<file path="src/rtl/mem_lsu.sv">
// MEM-stage load/store unit: req/ack handshake with a variable-latency data memory,
// store lane steering and load right-alignment. Stalls the pipeline while an access is open.
module mem_lsu #(
  parameter int DATA_BITS = 32,
  parameter int ADDR_BITS = 32,
  parameter int TIMEOUT   = 255
) (
  input  logic                 clk,
  input  logic                 zero,
  input  logic                 valid_in,
  input  logic                 MemRead,
  input  logic                 MemWrite,
  input  logic [1:0]           Size,
  input  logic [ADDR_BITS-1:0] alu_out,
  input  logic [DATA_BITS-1:0] store_data,
  output logic                 dmem_req,
  output logic                 dmem_we,
  output logic [ADDR_BITS-1:0] dmem_addr,
  output logic [3:0]           dmem_be,
  output logic [DATA_BITS-1:0] dmem_wdata,
  input  logic                 dmem_ack,
  input  logic [DATA_BITS-1:0] dmem_rdata,
  output logic [DATA_BITS-1:0] mem_out,
  output logic                 stall_req,
  output logic                 addr_err,
  output logic                 bus_err
);

  localparam int CNT_BITS = (TIMEOUT < 2) ? 1 : $clog2(TIMEOUT + 1);

  typedef enum logic [1:0] {IDLE, REQ, DONE} state_t;

  state_t              state_reg, state_next;
  logic [CNT_BITS-1:0] cnt_reg;
  logic [1:0]          off_reg;
  logic [1:0]          size_reg;

  logic [1:0]           off;
  logic                 size_byte, size_half;
  logic                 aligned, start, timeout_hit;
  logic [3:0]           lane_be;
  logic [DATA_BITS-1:0] wdata_next;
  logic [DATA_BITS-1:0] rd_shift;
  logic [DATA_BITS-1:0] load_word;

  assign off       = alu_out[1:0];
  assign size_byte = (Size == 2'b01);
  assign size_half = (Size == 2'b10);
  assign aligned   = size_byte | (size_half & ~off[0]) | (~size_byte & ~size_half & (off == 2'b00));

  // Lanes touched by the access; loads use the same enables as stores.
  genvar gi;
  generate
    for (gi = 0; gi < 4; gi++) begin : g_lane
      assign lane_be[gi] = size_byte ? (off == 2'(gi)) :
                           size_half ? (off[1] == (gi >= 2)) : 1'b1;
    end
  endgenerate

  always_comb begin
    wdata_next = store_data;
    if (size_byte)
      wdata_next = {4{store_data[7:0]}};
    else if (size_half)
      wdata_next = {2{store_data[15:0]}};
  end

  // Half accesses are even-aligned, so the shift is 0 or 16 for them.
  assign rd_shift = dmem_rdata >> {off_reg, 3'b000};

  always_comb begin
    load_word = dmem_rdata;
    if (size_reg == 2'b01)
      load_word = {{(DATA_BITS-8){1'b0}}, rd_shift[7:0]};
    else if (size_reg == 2'b10)
      load_word = {{(DATA_BITS-16){1'b0}}, rd_shift[15:0]};
  end

  assign timeout_hit = (cnt_reg == CNT_BITS'(TIMEOUT - 1));

  always_ff @(posedge clk) begin
    if (zero)
      state_reg <= IDLE;
    else
      state_reg <= state_next;
  end

  always_comb begin
    state_next = state_reg;
    start      = 1'b0;
    addr_err   = 1'b0;
    stall_req  = 1'b0;
    case (state_reg)
      IDLE: begin
        if (valid_in && (MemRead || MemWrite)) begin
          if (aligned) begin
            start      = 1'b1;
            stall_req  = 1'b1;
            state_next = REQ;
          end else begin
            addr_err = 1'b1;
          end
        end
      end
      REQ: begin
        stall_req = 1'b1;
        if (dmem_ack || timeout_hit)
          state_next = DONE;
      end
      DONE:    state_next = IDLE;
      default: state_next = IDLE;
    endcase
  end

  always_ff @(posedge clk) begin
    if (zero) begin
      dmem_req   <= 1'b0;
      dmem_we    <= 1'b0;
      dmem_addr  <= '0;
      dmem_be    <= '0;
      dmem_wdata <= '0;
      mem_out    <= '0;
      bus_err    <= 1'b0;
      cnt_reg    <= '0;
      off_reg    <= '0;
      size_reg   <= '0;
    end else begin
      case (state_reg)
        IDLE: begin
          if (start) begin
            dmem_req   <= 1'b1;
            dmem_we    <= MemWrite;
            dmem_addr  <= {alu_out[ADDR_BITS-1:2], 2'b00};
            dmem_be    <= lane_be;
            dmem_wdata <= wdata_next;
            off_reg    <= off;
            size_reg   <= Size;
            cnt_reg    <= '0;
          end
        end
        REQ: begin
          // An ack on the last allowed cycle still completes normally.
          if (dmem_ack) begin
            dmem_req <= 1'b0;
            if (!dmem_we)
              mem_out <= load_word;
          end else if (timeout_hit) begin
            dmem_req <= 1'b0;
            bus_err  <= 1'b1;
            mem_out  <= '0;
          end else begin
            cnt_reg <= cnt_reg + 1'b1;
          end
        end
        DONE:    bus_err <= 1'b0;
        default: ;
      endcase
    end
  end

endmodule

</file>
<file path="config.mk">
export PLATFORM = sky130hd
export DESIGN_NAME = mem_lsu
export DESIGN_NICKNAME = d
export VERILOG_FILES = /design/src/rtl/mem_lsu.sv
export SDC_FILE = /design/constraint.sdc
export NUM_CORES = 1
export LEC_CHECK = 0
export BUFFER_PORTS_ARGS = -buffer_cell sky130_fd_sc_hd__buf_2
export CAP_MARGIN = 20
export CORE_UTILIZATION = 49
export DETAILED_ROUTE_END_ITERATION = 10
export GPL_TIMING_DRIVEN = 0
export PLACE_DENSITY = 0.76
export REMOVE_ABC_BUFFERS = 1
export SLEW_MARGIN = 30
export SYNTH_ARGS = -nofsm -noshare
export SYNTH_HDL_FRONTEND = slang
export SYNTH_SLANG_ARGS = --single-unit
</file>
<file path="constraint.sdc">
create_clock -name clk -period 2.55 [get_ports clk]
set_input_delay 0.3825 -clock clk [delete_from_list [all_inputs] [get_ports clk]]
set_output_delay 0.3825 -clock clk [all_outputs]
set_load 0.01 [all_outputs]
</file>
**After elaboration in Yosys (flattened, before gate mapping)**

Cells that the tools add are included.

- Register bits: 115
- Input bits: 104
- Output and inout port bits: 105
- Logic and storage cells: 90

- Add/sub/neg operators: 1
- Eq/ne operators: 19
- Shift-type cells: 1
- Muxes and demuxes: 35
- Bitwise logic cells: 9
- Reductions and logical operators: 14

Operator list:

| operator | number |
|---|---|
| two-way mux 32 bit | 7 |
| right shift 32 x 5 -> 16 bit | 1 |
| two-way mux 8 bit | 3 |
| two-way mux 1 bit | 17 |
| != test 2 bit (second input constant) | 8 |
| one-hot mux 8 bit (2 select lines) | 1 |
| AND reduction 3 bit | 4 |
| == test 2 bit (second input constant) | 5 |
| adder 8 x 1 -> 8 bit (second input constant) | 1 |
| == test 2 x 1 -> 1 bit (second input constant) | 4 |
| == test 8 bit (second input constant) | 1 |
| two-way mux 2 bit | 3 |
| one-hot mux 1 bit (2 select lines) | 3 |
| nonzero test 2 bit | 3 |
| logical NOT 2 bit | 2 |
| inverter 1 bit | 4 |
| one-hot mux 2 bit (2 select lines) | 1 |
| AND reduction 4 bit | 1 |
| AND 1 bit | 3 |
| != test 3 bit (second input constant) | 1 |
| logical OR 1 bit | 2 |
| OR 1 bit | 2 |
| AND reduction 2 bit | 1 |
| logical AND 1 bit | 1 |

**Depth between registers and ports, before layout**

Gate-level depths: netlist (run 1).

- Depth after elaboration: 10
- Depth in mapped cells: 9
- Depth with buffers taken out: 6

**Worst setup path after synthesis (run 1)**

Ideal clock, no wire load.

- Kind: input port to output port
- Start: input port Size[0]
- End: output port addr_err
- Data arrival time: 1,692 ps
- Data required time: 2,168 ps
- Path slack: 476 ps
- Cell stages on the path: 7
- Buffers on the path: 3
- Path through: inv_1 ha_1 buf_2 a221o_1 clkbuf_1 clkbuf_1 nor2_1

- Word-level cells in the longest chain between the ends: 8
- Elaborated cells on any way between the ends: 12
- Those cells by class: 2 x eq/ne; 3 x mux; 7 x bitwise

Ends and longest elaborated chain:

| item | RTL line | text |
|---|---|---|
| from (decl) | 13 | `input logic [1:0] Size,` |
| == test 2 x 1 -> 1 bit / == test 2 bit (equally long branches) | 47, 48 |  |
| inverter 1 bit | 49 | `assign aligned = size_byte \| (size_half & ~off[0]) \| (~size_byte & ~size_half & (off == 2'b00));` |
| AND 1 bit (2 in series) | 49 |  |
| OR 1 bit * | 49 |  |
| two-way mux 1 bit * | 96 | `if (aligned) begin` |
| two-way mux 1 bit * | 95 | `if (valid_in && (MemRead \|\| MemWrite)) begin` |
| two-way mux 1 bit * | 93 | `case (state_reg)` |
| to (decl) | 25 | `output logic addr_err,` |

Mark *: on every way between the ends. The rest lies on a longest branch, timed or not.

**Worst setup path in the final report (run 1)**

- Start: input port Size[1]
- End: output port addr_err

The elaborated chain is that of the path after synthesis.

==> results.ini, run 1 <==
[critical_path]
arrival_ns=2.06
cp-end-kind=output pin
crit_required_ns=2.17
worstPathCellList=buf_2 -> inv_1 -> ha_2 -> a221o_4 -> buf_12 -> nor2_1 -> buf_2
cp_max_fo=49
worstSetupPathType=input pin to output pin
cp-start-kind=input pin
path_common_cell=buf_2
crit_buf_inv=4
timing.critical_path.from=Size[1]
r2r_cells=4
r2r_setup_slack_ns=0.13
r2r-end=mem_out[13]
crit_family=buffers and inverters
slowest_delay_ns=0.58
r2r_start=off_reg[1]
cp_slowest_cell=ha_2

[floorplanning]
coreArea_mm2=0.0105
io-pin-count=209
rows=37
die_w_um=106
die_area_mm2=0.0113
start_util_pct=51.1
die_h_um=106

[drt]
drt-initial-drc-count=427
routed_wl_mm=15.9
top_layer=met4
antenna_left=0
drc_errors=0
wirelength_met1_mm=6.37
drtPass1Iterations=6
route.vias.total=5616
viasPerCell=5.83
wl_met3_mm=1.50
wl_per_cell_um=16.5
met2_length_mm=7.66

[logic_synthesis]
synth.distinct_cells=50
synth-edff-count=0
netlist.area_leader.share_pct=43.1
async_reset_ff_share_pct=0
yosysSeqAreaShare_pct=43.1
avgSynthCellArea_um2=8.32
synth-main-ff-cell=dfxtp_1
yosysWarnings=0
yosysMostFrequentCell=dfxtp_1
synth_common_cells=115 x dfxtp_1, 80 x a21oi_1, 76 x o21ai_0
syn-cell-area_mm2=0.00534
synthCells=642
yosys.area.top_type=dfxtp_1
ys_ff_latch=115
synth_area_leaders=dfxtp_1 43%, a21oi_1 7.5%, mux2i_1 7.5%

[power_and_ir_drop]
leakage_nw=3.09
finalPower_mw=4.84
power_density_mw_per_mm2=689
irDropWorstVdd_uv=448

[placed_design]
place_area_mm2=0.00643
hpwl_mm=10.8
place.gp.congestion=0.860
portBuffers=206

[clocking]
cts_hold_buf=0
clk_latency_ns=0.52
clk_pin_slew_ns=0.06
clockBufferDepth=2
ctsHtreeMaxLevel=4
cts_inserted_buffers=17
cts_tree=done
cts.sinks=115
cts_root_buf=clkbuf_8

[timing]
slew_violations=0
final.min_clock_period_ns=2.44
slew_headroom_pct=40.0
tightest_slew_ns=0.895
period_share_pct=95.6
max_freq_mhz=410
setup_viol=0
rsz0062_at_grt=no
skew_ns=0.00586
hold_viol_final=0

[grt]
grt_max_degree=84
grt_overflow=0
grt_usage_pct=27.9
grt_pass1_vias=5339
grt_antenna_before_repair=0
grt_pass1_wl_mm=25.4

[layout]
fin_nets=923
area_growth_pct=31.4
top_regs=dmem_wdata (32), mem_out (32), dmem_addr (30)
drive_gt1_share_pct=31.9
finalInstanceArea_mm2=0.00702
antennaDiodeCount=0
num-fill-cells=902

[hold_path]
hold_depth=3
hp-start=alu_out[14]
hold_class=input pin to flop
whs_endpoint=dmem_addr[14]

[flow_run]
maxCapViolations=0

[run_status]
status=complete, no violations

==> cells by family after synthesis <==
group | Yosys count | synth area share, %
compound gates | 232 | 26.2
simple gates | 156 | 14.2
flops | 115 | 43.1
buf+inv | 88 | 6.98
mux | 40 | 7.49
xor+xnor | 6 | 0.983
fa+ha+maj | 4 | 0.937
other cells | 1 | 0.0702
==> stage by stage <==
step / hold WS [ns] / setup slack, ns / TNS, ns / util, % / instances
after floorplan: 0.452 / -2.35 / -124.76 / - / 578
after global placement: 0.440 / -5.82 / -348.75 / 59.9 / 920
after detailed placement: 0.447 / -0.228 / -7.13 / 61.5 / 931
after CTS: 0.0963 / 0.0270 / 0 / 66.9 / 963
after global routing: 0.113 / 0.00101 / 0 / 67.1 / 964
final: 0.111 / 0.111 / 0 / 67.1 / 964
==> report_power, final <==
part | total, mW | internal, mW | switching, mW
Clock | 2.25 | 1.40 | 0.848
Combinational | 0.666 | 0.262 | 0.404
Sequential | 1.92 | 1.87 | 0.0476
==> worst min-delay path, cell delays in order <==
cell and delay (ns):
buf_2 0.09, nand3_1 0.05, a21oi_1 0.05
==> layout by cell type (no fill, tap or decap), types with 11 or more instances in the layout <==
cell type and count:
a21oi_1 80, a311oi_1 16, buf_2 206, clkbuf_16 16
dfxtp_1 114, inv_1 22, mux2i_1 40, nand2_1 52
nand2b_1 13, nand3_1 53, nor2_1 13, o211ai_1 11
o21ai_0 76
==> worst max-delay path by stage <==
stage / to / cells past startpoint
CTS: mem_out[13] / 4
finish: addr_err / 7
floorplan: dmem_req / 5
global route: addr_err / 7
detailed placement: mem_out[22] / 5
global placement: dmem_req / 6
==> layer usage <==
layer  global-route usage [%]  vias up
li1                         -     2670
met5                        0        -
met3                     8.22       27
met1                     33.7     2652
met4                     11.8        0
met2                     46.1      267
==> final cells by class <==
| cell class | instances | area [um^2] | share of cell area [%] |
|---|---|---|---|
| Clock buffer | 18 | 428 | 6.09 |
| Clock inverter | 14 | 139 | 1.98 |
| Multi-Input combinational cell | 440 | 2730 | 38.8 |
| Tap cell | 136 | 170 | 2.42 |
| Sequential cell | 115 | 2300 | 32.8 |
| Inverter | 23 | 86.3 | 1.23 |
| Timing Repair Buffer | 218 | 1170 | 16.6 |
==> what timing repair did <==
| action | in CTS | in global routing |
|---|---|---|
| setup endpoints to repair | 2 | 7 |
| setup buffers | 0 | 2 |
| gates resized for setup | 2 | 2 |
Power figures use the tool's default switching activity.
==> inputs of run 2 (changes only) <==
--- a/config.mk
+++ b/config.mk
@@ -7,10 +7,13 @@
 export LEC_CHECK = 0
 export BUFFER_PORTS_ARGS = -buffer_cell sky130_fd_sc_hd__buf_2
 export CAP_MARGIN = 20
-export CORE_UTILIZATION = 49
+export CORE_UTILIZATION = 51
+export CTS_BUF_LIST = sky130_fd_sc_hd__clkbuf_8
+export CTS_CLUSTER_SIZE = 24
 export DETAILED_ROUTE_END_ITERATION = 10
 export GPL_TIMING_DRIVEN = 0
-export PLACE_DENSITY = 0.76
+export PLACE_DENSITY = 0.79
+export RECOVER_POWER = 100
 export REMOVE_ABC_BUFFERS = 1
 export SLEW_MARGIN = 30
 export SYNTH_ARGS = -nofsm -noshare
==> run 2 against run 1 <==
Net effect: global-route usage increased by 0.83 points; sequential share of layout area increased by 1.5 points; utilization decreased by 1.5 points; worst setup slack improved by 0.012 ns; via count decreased by 1.8%; wire length decreased by 1.3%; critical path depth increased by 1; final cell count unchanged; total power decreased by 10%; largest cell class unchanged; largest power group is now registers.
==> results.ini, run 2 (synthesized netlist as in run 1, its figures left out) <==
[timing]
setup_tns_ns=0  ; unchanged
skew_ns=0.0131  ; +0.00727 ns
hold_ws_ns=0.186  ; +0.0744 ns
max_freq_mhz=412  ; +0.49%
hold_viol_final=0  ; unchanged
setup_viol=0  ; unchanged
slew_headroom_pct=19.4  ; -21 points
slew_violations=0  ; unchanged
tightest_slew_ns=1.21  ; +0.314 ns
rsz0062_at_grt=no
period_share_pct=95.2  ; -0.46 points
final.min_clock_period_ns=2.43  ; -0.0118 ns

[grt]
grt_pass1_vias=5370  ; +0.58%
grt_max_degree=84  ; unchanged
grt_usage_pct=28.7  ; +0.83 points
grt_pass1_wl_mm=25.3  ; -0.27%
grt_antenna_before_repair=0  ; unchanged
grt_overflow=0  ; unchanged

[placed_design]
place.gp.congestion=0.843  ; -2.0%
hpwl_mm=10.9  ; +1.2%
place_area_mm2=0.00642  ; -0.21%
portBuffers=206  ; unchanged

[layout]
final_common_cell=dfxtp_1
area_growth_pct=25.8
drive_gt1_share_pct=19.2  ; -13 points
finalInstanceArea_mm2=0.00672  ; -4.3%
top_regs=dmem_wdata (32), mem_out (32), dmem_addr (30)
fin_nets=922  ; -0.11%
layout_common_cells=114 x dfxtp_1, 106 x buf_2, 102 x clkbuf_1
final_core_util_pct=65.7  ; -1.5 points

[clocking]
clockBufferDepth=2  ; unchanged
cts_hold_buf=0  ; unchanged
clk_pin_slew_ns=0.08  ; +0.02 ns
clk_latency_ns=0.44  ; -0.08 ns
cts_root_buf=clkbuf_8
ctsHtreeMaxLevel=4  ; unchanged
post-cts-setup-buffer-count=0  ; unchanged
cts_inserted_buffers=17  ; unchanged
cts.sinks=115  ; unchanged
cts_tree=done

[drt]
drt-initial-drc-count=342  ; -20%
drc_errors=0  ; unchanged
viasPerCell=5.72  ; -1.8%
drtPass1Iterations=4  ; -2
route.vias.total=5514  ; -1.8%
routed_wl_mm=15.7  ; -1.3%
antenna_left=0  ; unchanged
wl_per_cell_um=16.3  ; -1.3%

[critical_path]
cp-end-kind=output pin
worstSetupPathType=input pin to output pin
arrival_ns=2.04  ; -0.02 ns
r2r_setup_slack_ns=0.17  ; +0.04 ns
cp_max_fo=55  ; +12%
cp-start-kind=input pin
crit_required_ns=2.17  ; about the same

[power_and_ir_drop]
netSwitchingFraction_pct=29.0  ; +2.1 points
power_density_mw_per_mm2=645  ; -6.4%
finalPower_mw=4.33  ; -10%
p_int_mw=3.08  ; -13%
clockPowerShare_pct=41.1  ; -5.4 points
irDropWorstVdd_uv=452  ; +0.99%
power.share.sequential_pct=44.3  ; +4.6 points
leakage_nw=2.57  ; -17%
combPwrFrac_pct=14.6  ; +0.8 points
netSwitchingPower_mw=1.25  ; -3.4%

[floorplanning]
die_area_mm2=0.0109  ; -3.8%
start_util_pct=52.2  ; +1.2 points
die_h_um=104  ; -1.9%
coreArea_mm2=0.0102  ; -2.2%
io-pin-count=209  ; unchanged
die_w_um=104  ; -1.9%
rows=37  ; unchanged

[hold_path]
hold_class=input pin to flop

[flow_run]
maxCapViolations=0  ; unchanged

[run_status]
status=complete, no violations

-- run 2: area by class of cell --
class	instances	area, um^2
antenna	1	2.50
clock buffer	17	234
clock inverter	15	183
fill	928	3510
inverter	23	90.1
multi-input combinational	440	2720
sequential	115	2300
tap	136	170
timing repair buffer	217	1010
-- run 2: final timing paths --
kind / startpoint / end / cells after the start
worst max-delay path: Size[0] / stall_req / 8
worst min-delay path: alu_out[18] / dmem_addr[18] / 3
worst max register to register: off_reg[1] / mem_out[12] / 4
worst min register to register: mem_out[20] / mem_out[20] / 2
-- run 2: power by group through the flow --
stage	logic, mW	clock network (mW)	registers, mW
floorplan	0.288	0	1.98
global placement	0.588	0	1.95
detailed placement	0.646	0	1.96
CTS	0.653	1.82	1.92
global route	0.694	1.90	1.93
finish	0.633	1.78	1.92
-- run 2: metal layers --
metal | wire [um] | share of wire (%) | vias to the layer above | track usage [%]
met5 | 0 | 0 | - | 0
met4 | 349 | 2.2 | 0 | 10.8
met3 | 1370 | 8.7 | 33 | 9.90
met2 | 7560 | 48 | 227 | 47.7
met1 | 6390 | 41 | 2581 | 34.0
li1 | - | - | 2673 | -
-- run 2: stage by stage --
stage | setup slack (ns) | std cells
floorplan | -2.35 | 578
global placement | -5.33 | 920
detailed placement | -0.343 | 931
CTS | 0.0921 | 963
global route | 0.0272 | 963
finish | 0.123 | 964
-- run 2: critical path: stages --
cell and delay [ns]:
buf_2 0.12, inv_1 0.07, ha_4 0.25, a221o_4 0.57, buf_12 0.23, nand2_1 0.15
nand2_1 0.08, buf_2 0.17
-- run 2: what timing repair did --
item | CTS | global route
gates resized for setup | 3 | 3
endpoints found under the setup margin | 1 | 21
pin swaps | 0 | 0
